**src/rtl/dds_core.sv**
```systemverilog
// Direct digital synthesiser: phase accumulator, phase-offset stage and waveform stage,
// with a one-entry shadow configuration that is applied phase-continuously at accumulator wrap.
module dds_core #(
  parameter int ACC_WIDTH   = 24,
  parameter int PHASE_WIDTH = 10,
  parameter int DATA_WIDTH  = 10
) (
  input  logic                   clk_i,
  input  logic                   rst_ni,
  input  logic                   enable_i,
  input  logic                   cfg_valid_i,
  output logic                   cfg_ready_o,
  input  logic [ACC_WIDTH-1:0]   cfg_ftw_i,
  input  logic [PHASE_WIDTH-1:0] cfg_poff_i,
  input  logic [1:0]             cfg_mode_i,
  output logic [PHASE_WIDTH-1:0] phase_o,
  output logic [DATA_WIDTH-1:0]  data_out_o,
  output logic                   data_valid_o,
  output logic                   wrap_o,
  output logic                   cfg_state_o
);

  // Config handshake: a transfer happens on a rising edge where cfg_valid_i and
  // cfg_ready_o are both high; cfg_ready_o is high exactly when no config is pending.
  localparam logic [0:0] ST_IDLE    = 1'b0;
  localparam logic [0:0] ST_PENDING = 1'b1;

  localparam int  QSIZE = 2 ** (PHASE_WIDTH - 2);
  localparam int  MAGW  = DATA_WIDTH - 1;
  localparam real PI    = 3.14159265358979323846;
  localparam real AMP_R = 2.0 ** (DATA_WIDTH - 1) - 1.0;
  localparam real NPH_R = 2.0 ** PHASE_WIDTH;
  localparam logic [MAGW-1:0]       AMP = {MAGW{1'b1}};
  localparam logic [DATA_WIDTH-1:0] MID = {1'b1, {MAGW{1'b0}}};

  logic [0:0]             state_q, state_d;
  logic                   load_shadow, apply_shadow;

  logic [ACC_WIDTH-1:0]   ftw_q, ftw_d;
  logic [PHASE_WIDTH-1:0] poff_q, poff_d;
  logic [1:0]             mode_q, mode_d;
  logic [ACC_WIDTH-1:0]   sh_ftw_q, sh_ftw_d;
  logic [PHASE_WIDTH-1:0] sh_poff_q, sh_poff_d;
  logic [1:0]             sh_mode_q, sh_mode_d;

  logic [ACC_WIDTH-1:0]   acc_q, acc_d;
  logic [ACC_WIDTH:0]     acc_sum;
  logic                   acc_carry;
  logic                   wrap_q, wrap_d;

  logic [PHASE_WIDTH-1:0] phase_q, phase_d;
  logic [1:0]             mode_s1_q, mode_s1_d;
  logic                   en_s1_q, en_s1_d;
  logic [DATA_WIDTH-1:0]  data_q, data_d;
  logic                   valid_q, valid_d;

  logic [MAGW-1:0]        qlut [QSIZE];
  logic [1:0]             quad;
  logic [PHASE_WIDTH-3:0] q_idx, q_mirror, q_sel;
  logic [MAGW-1:0]        sine_mag;
  logic [DATA_WIDTH-1:0]  sine_val, square_val, tri_val, saw_val, wave_val;
  logic [PHASE_WIDTH-2:0] tri_lvl;
  logic [PHASE_WIDTH-1:0] tri_dbl;

  assign acc_sum   = {1'b0, acc_q} + {1'b0, ftw_q};
  assign acc_carry = acc_sum[ACC_WIDTH];

  // Config FSM: a pending shadow is applied at once when idle, or on the wrap edge when running.
  always_comb begin
    state_d      = state_q;
    load_shadow  = 1'b0;
    apply_shadow = 1'b0;
    case (state_q)
      ST_IDLE: begin
        if (cfg_valid_i) begin
          load_shadow = 1'b1;
          state_d     = ST_PENDING;
        end
      end
      ST_PENDING: begin
        if (!enable_i || acc_carry) begin
          apply_shadow = 1'b1;
          state_d      = ST_IDLE;
        end
      end
      default: state_d = ST_IDLE;
    endcase
  end

  always_comb begin
    sh_ftw_d  = sh_ftw_q;
    sh_poff_d = sh_poff_q;
    sh_mode_d = sh_mode_q;
    ftw_d     = ftw_q;
    poff_d    = poff_q;
    mode_d    = mode_q;
    if (load_shadow) begin
      sh_ftw_d  = cfg_ftw_i;
      sh_poff_d = cfg_poff_i;
      sh_mode_d = cfg_mode_i;
    end
    if (apply_shadow) begin
      ftw_d  = sh_ftw_q;
      poff_d = sh_poff_q;
      mode_d = sh_mode_q;
    end
  end

  // Pipeline advances with the enable token so data_out_o keeps the last valid sample.
  always_comb begin
    acc_d     = acc_q;
    wrap_d    = 1'b0;
    phase_d   = phase_q;
    mode_s1_d = mode_s1_q;
    en_s1_d   = enable_i;
    valid_d   = en_s1_q;
    data_d    = data_q;
    if (enable_i) begin
      acc_d     = acc_sum[ACC_WIDTH-1:0];
      wrap_d    = acc_carry;
      phase_d   = acc_q[ACC_WIDTH-1 -: PHASE_WIDTH] + poff_q;
      mode_s1_d = mode_q;
    end
    if (en_s1_q) begin
      data_d = wave_val;
    end
  end

  // Quarter-wave sine magnitudes, rounded to nearest.
  for (genvar gi = 0; gi < QSIZE; gi++) begin : g_lut
    localparam real ANG = 2.0 * PI * real'(gi) / NPH_R;
    localparam int  VAL = $rtoi(AMP_R * $sin(ANG) + 0.5);
    assign qlut[gi] = MAGW'(VAL);
  end

  // Quadrants 1 and 3 read the table mirrored; the peak (index 0 mirrored) lies past its end.
  assign quad     = phase_q[PHASE_WIDTH-1 -: 2];
  assign q_idx    = phase_q[PHASE_WIDTH-3:0];
  assign q_mirror = -q_idx;
  assign q_sel    = quad[0] ? q_mirror : q_idx;
  assign sine_mag = (quad[0] && (q_idx == '0)) ? AMP : qlut[q_sel];
  assign sine_val = quad[1] ? (MID - {1'b0, sine_mag}) : (MID + {1'b0, sine_mag});

  assign square_val = {DATA_WIDTH{~phase_q[PHASE_WIDTH-1]}};
  assign tri_lvl    = phase_q[PHASE_WIDTH-1] ? ~phase_q[PHASE_WIDTH-2:0] : phase_q[PHASE_WIDTH-2:0];
  assign tri_dbl    = {tri_lvl, 1'b0};
  assign tri_val    = tri_dbl[PHASE_WIDTH-1 -: DATA_WIDTH];
  assign saw_val    = phase_q[PHASE_WIDTH-1 -: DATA_WIDTH];

  always_comb begin
    case (mode_s1_q)
      2'd0:    wave_val = sine_val;
      2'd1:    wave_val = square_val;
      2'd2:    wave_val = tri_val;
      default: wave_val = saw_val;
    endcase
  end

  always_ff @(posedge clk_i or negedge rst_ni) begin
    if (!rst_ni) begin
      state_q   <= ST_IDLE;
      ftw_q     <= '0;
      poff_q    <= '0;
      mode_q    <= '0;
      sh_ftw_q  <= '0;
      sh_poff_q <= '0;
      sh_mode_q <= '0;
      acc_q     <= '0;
      wrap_q    <= 1'b0;
      phase_q   <= '0;
      mode_s1_q <= '0;
      en_s1_q   <= 1'b0;
      data_q    <= '0;
      valid_q   <= 1'b0;
    end else begin
      state_q   <= state_d;
      ftw_q     <= ftw_d;
      poff_q    <= poff_d;
      mode_q    <= mode_d;
      sh_ftw_q  <= sh_ftw_d;
      sh_poff_q <= sh_poff_d;
      sh_mode_q <= sh_mode_d;
      acc_q     <= acc_d;
      wrap_q    <= wrap_d;
      phase_q   <= phase_d;
      mode_s1_q <= mode_s1_d;
      en_s1_q   <= en_s1_d;
      data_q    <= data_d;
      valid_q   <= valid_d;
    end
  end

  assign cfg_ready_o  = (state_q == ST_IDLE);
  assign cfg_state_o  = state_q[0];
  assign phase_o      = phase_q;
  assign data_out_o   = data_q;
  assign data_valid_o = valid_q;
  assign wrap_o       = wrap_q;

endmodule

```
**config.mk**
```make
export PLATFORM = sky130hd
export DESIGN_NAME = dds_core
export DESIGN_NICKNAME = d
export VERILOG_FILES = /design/src/rtl/dds_core.sv
export SDC_FILE = /design/constraint.sdc
export NUM_CORES = 1
export LEC_CHECK = 0
export BUFFER_PORTS_ARGS = -buffer_cell sky130_fd_sc_hd__buf_2
export CAP_MARGIN = 0
export CORE_UTILIZATION = 56
export DETAILED_ROUTE_END_ITERATION = 8
export PLACE_DENSITY = 0.83
export RECOVER_POWER = 100
export SLEW_MARGIN = 20
export SYNTH_ARGS = -nofsm -noshare
export SYNTH_HDL_FRONTEND = slang
export SYNTH_SLANG_ARGS = --single-unit
```
**constraint.sdc**
```tcl
create_clock -name clk_i -period 4.31 [get_ports clk_i]
set_input_delay 0.431 -clock clk_i [delete_from_list [all_inputs] [get_ports clk_i]]
set_output_delay 0.431 -clock clk_i [all_outputs]
set_load 0.05 [all_outputs]
```
==> results.md, run 1 <==
* Pins Over Slew Limit at 107
* Vias in the first global route at 8,755
* Reg-to-reg startpoint: phase_o[1]$_DFFE_PN0P_
* Antenna Violating Nets Remaining at 0
* Fmax at 245 MHz
* First-pass GRT wire length at 45,700 um
* Hold_ws at 0.0831 ns
* Worst-path clk slew at 0.06 ns
* Seq cells post-synth at 122
* Met2 WL at 13,900 um
* Final core occ at 0.663
* Clock Skew at 0.00928 ns
* Area grow syn2layout at 15.1%
* Initial DRC Count at 1,031
* Worst min path class: primary input to asynchronous set/reset pin
* CTS tree: done
* Layout cells sized above 1 at 0.214
* Pin count of the biggest net entering global routing at 65
* TNS Setup at 0 ns
* Syn_nets at 1,165
* R2R Setup Slk at 0.23 ns
* Setup CP Type: register to register
* Syn Inst Count at 1,082
* Asr flop ratio synth at 1.00
* DR DRC count at 0
* FF-to-FF End: data_out_o[7]$_DFFE_PN0P_
* M1 WL at 11,400 um
* Clk Latency, worst-skew pair at 0.42 ns
* DP HPWL at 19,700 um
* Cell depth of the worst flop-to-flop path at 13
* Antenna Cells at 0
* CP endpoint kind: register
* WL final at 28,500 um
* Met3 wire len at 2060 um
* Most frequent cells in the layout: dfrtp_1 (119), o21ai_0 (78), nand2_1 (77)
* Failing checks: max-capacitance violations, max-slew violations
* Total clock buffers created by CTS at 17
* Grt ovf at 0
* Period Utilization, post-route at 0.947
* Mapped Area at 0.00959 sq mm
* Vias/cell at 6.66
* Post-synth EDFFs at 0
* Required time of the critical path at 4.59 ns
* Fin crit period at 4.08 ns
* H-tree depth at 4
* Worst-margin pin slew at 2.14 ns
* Starting Density at 0.576
* Hold Fails Final Rpt at 0
* Headroom to the max-slew limit at -0.428
* IO Port Bufs at 63
* Final #Nets at 1,221
* Post-synth top flop: dfrtp_1
* Worst setup startpoint: phase_o[1]$_DFFE_PN0P_
* Count of final setup violators at 0
* Placement Rows at 47
* Antenna violations before repair at 0
* Total I/O pin count at 64
* CP endpoint: data_out_o[7]$_DFFE_PN0P_
* Maxcap violations at 3
* Clk sinks at 122
* Seq/Total Area, Yosys at 0.318
* Worst path arrival time at 4.36 ns
* TritonRoute pass-1 iters at 5
* Vias at 9,135
* Drt wl/cell at 20.8 um
* GRT Total Usage at 0.327
* Mean post-synth cell area at 8.87 sq um
* Die Y-Extent at 133 um
* Die X at 133 um
* Most common cell after layout, fill and taps aside: dfrtp_1
* Core area at 0.0166 sq mm
* Highest routed metal layer: met4
* Worst Setup Start Kind: register
* Outcome: finished with violations
* DIE AREA at 0.0177 sq mm
* Synth cell types at 89
* Place WS at 0.151 ns
* Max clock buf depth at 2
* Critical Path Fanout Max at 24
* Root buf cell: clkbuf_16
* Yosys warnings at 0
* RePlAce Congestion at 1.02
* PnR worst setup slack at 0.227 ns
* Fillers at 1,246
## per-stage QoR
step | instance area, sq um | instances
after floorplan | 9610 | 1082
after global placement | 10300 | 1333
after detailed placement | 10300 | 1333
after CTS | 11000 | 1365
after global routing | 11000 | 1371
final | 11000 | 1371
## state kept, by name, indices dropped and copies added, names as in the netlist
register / count
acc_q: 24
cfg_state_o: 1
data_out_o: 10
data_valid_o: 1
en_s1_q: 1
ftw_q: 24
mode_q: 2
mode_s1_q: 2
phase_o: 10
poff_q: 10
sh_ftw_q: 24
sh_mode_q: 2
sh_poff_q: 10
wrap_o: 1
## worst min path at each step
stage | startpoint | endpoint | slack [ns]
global placement | acc_q[8]$_DFFE_PN0P_ | acc_q[8]$_DFFE_PN0P_ | 0.47
CTS | rst_ni | data_out_o[4]$_DFFE_PN0P_ | 0.11
detailed placement | acc_q[8]$_DFFE_PN0P_ | acc_q[8]$_DFFE_PN0P_ | 0.47
global route | rst_ni | data_out_o[5]$_DFFE_PN0P_ | 0.16
floorplan | rst_ni | acc_q[0]$_DFFE_PN0P_ | 0.14
finish | rst_ni | data_out_o[8]$_DFFE_PN0P_ | 0.08
## layer usage
metal  vias up  GRT usage
met5         -          0
met4         0      0.145
met3       101     0.0536
met2       518      0.555
met1      4392      0.410
li1       4124          -
## kinds of logic after synthesis
| kind of cell | synth area share |
|---|---|
| compound gates | 0.249 |
| fa+ha+maj | 0.0576 |
| buf+inv | 0.0558 |
| mux | 0.119 |
| flops | 0.318 |
| simple gates | 0.148 |
| xor+xnor | 0.0520 |
## cells in the mapped netlist, drive strengths merged, types with 6 or more instances
cell / n / area (sq um)
or2: 7 / 43.8
nor2: 64 / 243
o22ai: 11 / 68.8
clkbuf: 49 / 184
mux2: 89 / 1000
o31ai: 11 / 115
o221ai: 7 / 61.3
nor2b: 12 / 75.1
a31oi: 20 / 125
and3: 12 / 75.1
nor4: 7 / 43.8
a21boi: 7 / 52.6
o21ai: 86 / 434
o311ai: 9 / 78.8
xor2: 10 / 103
a21o: 13 / 97.6
nand4: 8 / 50.1
mux2i: 14 / 140
dfrtp: 122 / 3050
o211ai: 25 / 188
a211oi: 16 / 125
nand2b: 11 / 68.8
nand2: 78 / 295
nand3: 33 / 165
a21oi: 72 / 364
o2111ai: 7 / 61.3
xnor2: 41 / 397
inv: 34 / 128
ha: 41 / 513
o21bai: 6 / 45.0
nor3: 30 / 150
buf: 41 / 220
## worst max-delay path: stages, from the launching register on
cell	delay [ns]
dfrtp_2	0.40
inv_1	0.17
ha_1	0.30
or3b_4	0.44
o31ai_4	0.39
xnor2_4	0.35
mux2i_1	0.16
o21ai_0	0.17
a211oi_1	0.10
o31ai_2	0.45
nand4_1	0.24
or4_1	0.55
o211ai_1	0.11
a31oi_1	0.10
## area by class of cell
| type | instances | area, sq um | share of cell area |
|---|---|---|---|
| well taps | 220 | 275 | 0.0249 |
| repair buffers | 127 | 792 | 0.0717 |
| multi-input cells | 835 | 6100 | 0.553 |
| clock buffers | 22 | 494 | 0.0448 |
| flip-flops and latches | 122 | 3060 | 0.277 |
| clock inverters | 10 | 184 | 0.0167 |
| inverters | 35 | 131 | 0.0119 |
## what timing repair did
action | in CTS | in global routing
endpoints found under the setup margin | 0 | 28
resized for setup | 0 | 9
hold buffers | 0 | 0
setup buffers | 0 | 5
hold endpoints to repair | 0 | 0
Power of run 1 is left out: the tool's default activity adds up to more than one toggle a clock period on the data nets, which glitch-free logic cannot reach.
==> inputs of run 2 (changes only) <==
==> constraint.sdc (replaced) <==
create_clock -name clk_i -period 4.31 [get_ports clk_i]
set_input_delay 0.6465 -clock clk_i [delete_from_list [all_inputs] [get_ports clk_i]]
set_output_delay 0.6465 -clock clk_i [all_outputs]
set_load 0.05 [all_outputs]
==> run 2 against run 1 <==
Effect of this change:
- the flow still finishes with violations (max-capacitance violations, max-slew violations)
- setup slack got worse by 0.011 ns
- clock-buffer cell count fell by 1
- clock skew rose by 0.0016 ns
- first-iteration DRC count rose by 1.6%
- die area did not move
- global-route usage rose by 0.25 points
==> results.md, run 2 (synthesized netlist as in run 1, its figures left out) <==
* Critical Path Fanout Max at 11 (was 24)
* TritonRoute pass-1 iters at 5 (unchanged)
* Setup CP Type: register to register (unchanged)
* Grt ovf at 0 (unchanged)
* Antenna Cells at 0 (unchanged)
* Maxcap violations at 2 (was 3)
* Most common cell after layout, fill and taps aside: dfrtp_1 (unchanged)
* Final core occ at 0.652 (was 0.663)
* Core area at 0.0166 sq mm (unchanged)
* Worst-path clk slew at 0.06 ns (about the same)
* Place WS at 0.109 ns (was 0.151 ns)
* Starting Density at 0.576 (unchanged)
* DIE AREA at 0.0177 sq mm (unchanged)
* Die X at 133 um (unchanged)
* Failing checks: max-capacitance violations, max-slew violations (unchanged)
* Count of final setup violators at 0 (unchanged)
* Root buf cell: clkbuf_16 (unchanged)
* Area grow syn2layout at 13.0% (was 15.1%)
* DP HPWL at 19,600 um (was 19,700 um)
* Vias/cell at 6.68 (was 6.66)
* Period Utilization, post-route at 0.950 (was 0.947)
* RSZ-0062 raised after global routing: false
* Total clock buffers created by CTS at 17 (unchanged)
* Clk Latency, worst-skew pair at 0.42 ns (about the same)
* Worst path slowest cell: o211ai_1 (was or4_1)
* Total I/O pin count at 64 (unchanged)
* Post_cts resized at 0 (unchanged)
* CTS tree: done (unchanged)
* CP endpoint kind: register (unchanged)
* Max incr delay on CP at 0.40 ns (was 0.55 ns)
* Final #Nets at 1,213 (was 1,221)
* Drt wl/cell at 21.1 um (was 20.8 um)
* Worst Setup Start Kind: register (unchanged)
* Die Y-Extent at 133 um (unchanged)
* Outcome: finished with violations (unchanged)
* Headroom to the max-slew limit at -0.680 (was -0.428)
* Most frequent cells in the layout: dfrtp_1 (120), nand2_1 (77), o21ai_0 (77) (was dfrtp_1 (119), o21ai_0 (78), nand2_1 (77))
* Hold Fails Final Rpt at 0 (unchanged)
* Top flop regs: acc_q: 24 flops, ftw_q: 24 flops, sh_ftw_q: 24 flops (unchanged)
* TNS Setup at 0 ns (unchanged)
* Post-CTS Setup Bufs at 0 (unchanged)
* DR DRC count at 0 (unchanged)
* Hold_ws at 0.457 ns (was 0.0831 ns)
* CP dominant cell by count: ha_1
* RePlAce Congestion at 0.980 (was 1.02)
* Worst min path class: primary input to register (was primary input to asynchronous set/reset pin)
* Clock Skew at 0.0109 ns (was 0.00928 ns)
* First-pass GRT wire length at 46,000 um (was 45,700 um)
* Layout cells sized above 1 at 0.206 (was 0.214)
* GRT Total Usage at 0.330 (was 0.327)
* Fin crit period at 4.09 ns (was 4.08 ns)
* Fmax at 244 MHz (was 245 MHz)
* Antenna Violating Nets Remaining at 0 (unchanged)
* Required time of the critical path at 4.62 ns (was 4.59 ns)
* # hold bufs at CTS at 0 (unchanged)
* Worst-margin pin slew at 2.52 ns (was 2.14 ns)
* Vias at 9,106 (was 9,135)
* Pins Over Slew Limit at 95 (was 107)
* Placement Rows at 47 (unchanged)
* Vias in the first global route at 8,755 (unchanged)
* H-tree depth at 4 (unchanged)
* WL final at 28,800 um (was 28,500 um)
* Reg-to-reg startpoint: phase_o[1]$_DFFE_PN0P_ (unchanged)
* Antenna violations before repair at 0 (unchanged)
* Hold path startpoint: cfg_ftw_i[11]
* Worst setup startpoint: phase_o[1]$_DFFE_PN0P_ (unchanged)
* Max clock buf depth at 2 (unchanged)
* Initial DRC Count at 1,047 (was 1,031)
* PnR worst setup slack at 0.216 ns (was 0.227 ns)
* Clk sinks at 122 (unchanged)
* Critical Path, Cell by Cell: inv_1 -> ha_1 -> nand2_1 -> o21ai_1 -> inv_2 -> ha_1 -> buf_4 -> and3_1 -> a211oi_1 -> o221a_2 -> a31o_2 -> a21oi_1 -> o211ai_1 -> ha_1 -> nand2_1 -> nor3b_1 -> mux2i_1 -> a31o_1 (was inv_1 -> ha_1 -> or3b_4 -> o31ai_4 -> xnor2_4 -> mux2i_1 -> o21ai_0 -> a211oi_1 -> o31ai_2 -> nand4_1 -> or4_1 -> o211ai_1 -> a31oi_1)
* Worst path arrival time at 4.41 ns (was 4.36 ns)
* Pin count of the biggest net entering global routing at 57 (was 65)
* IO Port Bufs at 63 (unchanged)
[run 2: area by class of cell]
| cell class | count | area (sq um) |
|---|---|---|
| clock buffers | 21 | 460 |
| clock inverters | 11 | 120 |
| fillers | 1308 | 5800 |
| inverters | 35 | 131 |
| multi-input cells | 835 | 6080 |
| flip-flops and latches | 122 | 3060 |
| well taps | 220 | 275 |
| repair buffers | 119 | 722 |
[run 2: layer usage]
layer,wire [um],part of all wire,track usage,vias up
met5,0,0,0,-
met4,1090,0.038,0.155,0
met3,2340,0.081,0.0540,94
met2,14200,0.49,0.556,586
met1,11100,0.39,0.412,4293
li1,-,-,-,4133
[run 2: critical path, delay by kind of cell (launching register included)]
family | cells | cell delay (ns)
AOI/OAI and AO/OA | 7 | 1.60
adders and majority gates | 3 | 0.87
buffers and inverters | 3 | 0.45
DFF | 1 | 0.35
muxes | 1 | 0.11
and+or+nand+nor | 4 | 0.62
[run 2: final timing paths]
| check | cells past startpoint | slack, ns | endpoint |
|---|---|---|---|
| hold reg to reg | 1 | 0.49 | ftw_q[10]$_DFFE_PN0P_ |
| hold / removal | 2 | 0.46 | sh_ftw_q[11]$_DFFE_PN0P_ |
| min in group asynchronous | 1 | 1.00 | data_out_o[4]$_DFFE_PN0P_ |
| setup / recovery | 18 | 0.22 | data_out_o[6]$_DFFE_PN0P_ |
| setup reg to reg | 18 | 0.22 | data_out_o[6]$_DFFE_PN0P_ |
| max in group asynchronous | 2 | 1.10 | phase_o[0]$_DFFE_PN0P_ |
[run 2: metrics by stage]
step | area (sq um) | cells
finish | 10800 | 1363
global route | 10800 | 1363
CTS | 10900 | 1362
detailed placement | 10300 | 1330
global placement | 10300 | 1330
floorplan | 9610 | 1082
Power of run 2 is left out for the same reason.
==> inputs of run 3 (changes only) <==
--- a/config.mk
+++ b/config.mk
@@ -7,6 +7,7 @@
 export LEC_CHECK = 0
 export BUFFER_PORTS_ARGS = -buffer_cell sky130_fd_sc_hd__buf_2
 export CAP_MARGIN = 0
+export CORE_MARGIN = 5
 export CORE_UTILIZATION = 56
 export DETAILED_ROUTE_END_ITERATION = 8
 export PLACE_DENSITY = 0.83
==> run 3 against run 2 <==
Effect of this change:
- the flow still finishes with violations (max-capacitance violations, max-slew violations)
- non-clock buffer count is 10 higher
- worst hold slack worse by 0.0066 ns
- register-to-register slack worse by 0.07 ns
- cell count is 0.73% higher
- first-iteration DRC count is 1.6% lower
- clock-buffer cell count is 3 lower
- critical endpoint is now data_out_o[8]$_DFFE_PN0P_
- largest cell class unchanged
==> results.md, run 3 (synthesized netlist as in run 1, its figures left out) <==
* GRT Total Usage at 0.294 (was 0.330)
* Vias at 9,056 (was 9,106)
* Placement Rows at 47 (unchanged)
* Reg-to-reg startpoint: phase_o[1]$_DFFE_PN0P_ (unchanged)
* Failing checks: max-capacitance violations, max-slew violations (unchanged)
* First-pass GRT wire length at 47,200 um (was 46,000 um)
* Most common cell after layout, fill and taps aside: dfrtp_1 (unchanged)
* Antenna violations before repair at 0 (unchanged)
* DP HPWL at 20,400 um (was 19,600 um)
* Setup CP Type: register to register (unchanged)
* Count of final setup violators at 0 (unchanged)
* Hold Crit Depth at 2 (unchanged)
* Worst-path clk slew at 0.07 ns (was 0.06 ns)
* Final cell count without fillers at 1,373 (was 1,363)
* Area grow syn2layout at 13.8% (was 13.0%)
* Placed cells at 1,340 (was 1,330)
* Root buf cell: clkbuf_16 (unchanged)
* DR DRC count at 0 (unchanged)
* CP endpoint kind: register (unchanged)
* Hold Fails Final Rpt at 0 (unchanged)
* Maxcap violations at 3 (was 2)
* Max clock buf depth at 2 (unchanged)
* Hold path startpoint: cfg_ftw_i[8] (was cfg_ftw_i[11])
* Worst Setup Start Kind: register (unchanged)
* Top flop regs: acc_q: 24 flops, ftw_q: 24 flops, sh_ftw_q: 24 flops (unchanged)
* Core area at 0.0167 sq mm (was 0.0166 sq mm)
* Worst setup startpoint: phase_o[1]$_DFFE_PN0P_ (unchanged)
* Pin count of the biggest net entering global routing at 47 (was 57)
* Outcome: finished with violations (unchanged)
* Clk sinks at 122 (unchanged)
* Headroom to the max-slew limit at -1.08 (was -0.680)
* Fillers at 1,333 (was 1,308)
* Final #Nets at 1,223 (was 1,213)
* IO Port Bufs at 63 (unchanged)
* WL final at 29,200 um (was 28,800 um)
* Fmax at 240 MHz (was 244 MHz)
* Pins Over Slew Limit at 130 (was 95)
* Drt wl/cell at 21.2 um (was 21.1 um)
* Antenna Violating Nets Remaining at 0 (unchanged)
* Clk Latency, worst-skew pair at 0.43 ns (was 0.42 ns)
* Total I/O pin count at 64 (unchanged)
* RSZ-0062 raised after global routing: false (unchanged)
* RePlAce Congestion at 1.00 (was 0.980)
* Period Utilization, post-route at 0.965 (was 0.950)
* Die X at 141 um (was 133 um)
* Fin crit period at 4.16 ns (was 4.09 ns)
* Required time of the critical path at 4.68 ns (was 4.62 ns)
* Critical Path Fanout Max at 15 (was 11)
* Most frequent cells in the layout: dfrtp_1 (120), nand2_1 (77), o21ai_0 (76) (was dfrtp_1 (120), nand2_1 (77), o21ai_0 (77))
* Antenna Cells at 0 (unchanged)
* Starting Density at 0.574 (was 0.576)
* Worst min path class: primary input to register (unchanged)
* DIE AREA at 0.0199 sq mm (was 0.0177 sq mm)
* Cell depth of the worst flop-to-flop path at 15 (was 18)
* Layout cells sized above 1 at 0.212 (was 0.206)
* H-tree depth at 4 (unchanged)
* Die Y-Extent at 141 um (was 133 um)
* Vias/cell at 6.60 (was 6.68)
* Grt ovf at 0 (unchanged)
* Clock Skew at 0.0198 ns (was 0.0109 ns)
* CTS tree: done (unchanged)
* Total clock buffers created by CTS at 17 (unchanged)
* Worst path arrival time at 4.53 ns (was 4.41 ns)
* Worst-margin pin slew at 3.12 ns (was 2.52 ns)
* TritonRoute pass-1 iters at 6 (was 5)
* TNS Setup at 0 ns (unchanged)
* Vias in the first global route at 9,016 (was 8,755)
* Initial DRC Count at 1,030 (was 1,047)
run 3: changes by cell type in the layout (fill, tap and decap cells not counted), sizes merged:
cell and delta:
buf +9, clkbuf -2, clkinv -2, clkinvlp -1, inv +6
run 3: stage by stage:
step	util	hold WS, ns	instance area [sq um]	worst slack, ns
2_1_floorplan	-	0.351	9610	0.0441
3_3_place_gp	0.620	0.467	10400	0.114
3_5_place_dp	0.621	0.473	10400	0.0117
4_1_cts	0.656	0.221	11000	0.0150
5_1_grt	0.654	0.445	10900	0.00501
6_report	0.654	0.450	10900	0.150
run 3: final timing paths:
kind                       slack, ns                         to
setup / recovery                0.15  data_out_o[8]$_DFFE_PN0P_
hold / removal                  0.45    sh_ftw_q[8]$_DFFE_PN0P_
setup reg to reg                0.15  data_out_o[8]$_DFFE_PN0P_
hold reg to reg                 0.49      ftw_q[11]$_DFFE_PN0P_
max in group asynchronous       1.31    sh_ftw_q[2]$_DFFE_PN0P_
min in group asynchronous       0.95  data_out_o[8]$_DFFE_PN0P_
run 3: critical path: stages (launching register included):
cell	delay, ns
dfrtp_2	0.39
inv_1	0.16
ha_1	0.21
buf_4	0.19
nor3b_1	0.38
o211a_2	0.51
buf_4	0.25
nor2_1	0.09
a221oi_1	0.34
o21ai_0	0.15
a21boi_0	0.48
o32ai_4	0.21
nand2_1	0.15
o31ai_1	0.11
or3_1	0.41
nand3_1	0.08
run 3: layout make-up:
type | instances | area [sq um] | area share
multi-input cells | 835 | 6070 | 0.556
flip-flops and latches | 122 | 3060 | 0.280
repair buffers | 129 | 801 | 0.0733
clock buffers | 18 | 429 | 0.0393
well taps | 220 | 275 | 0.0252
clock inverters | 14 | 159 | 0.0146
inverters | 35 | 131 | 0.0120
run 3: routing by layer:
layer  global-route usage  share of wire  vias to the layer above
met5                    0              0                        -
met4                0.160          0.050                        0
met3               0.0620          0.078                      115
met2                0.481           0.48                      478
met1                0.363           0.39                     4317
li1                     -              -                     4146
run 3: what timing repair did:
action,in CTS,in global routing
resized for setup,0,5
hold buffers,0,0
endpoints found under the setup margin,0,7
buffers inserted,0,1
Power of run 3 is left out for the same reason.
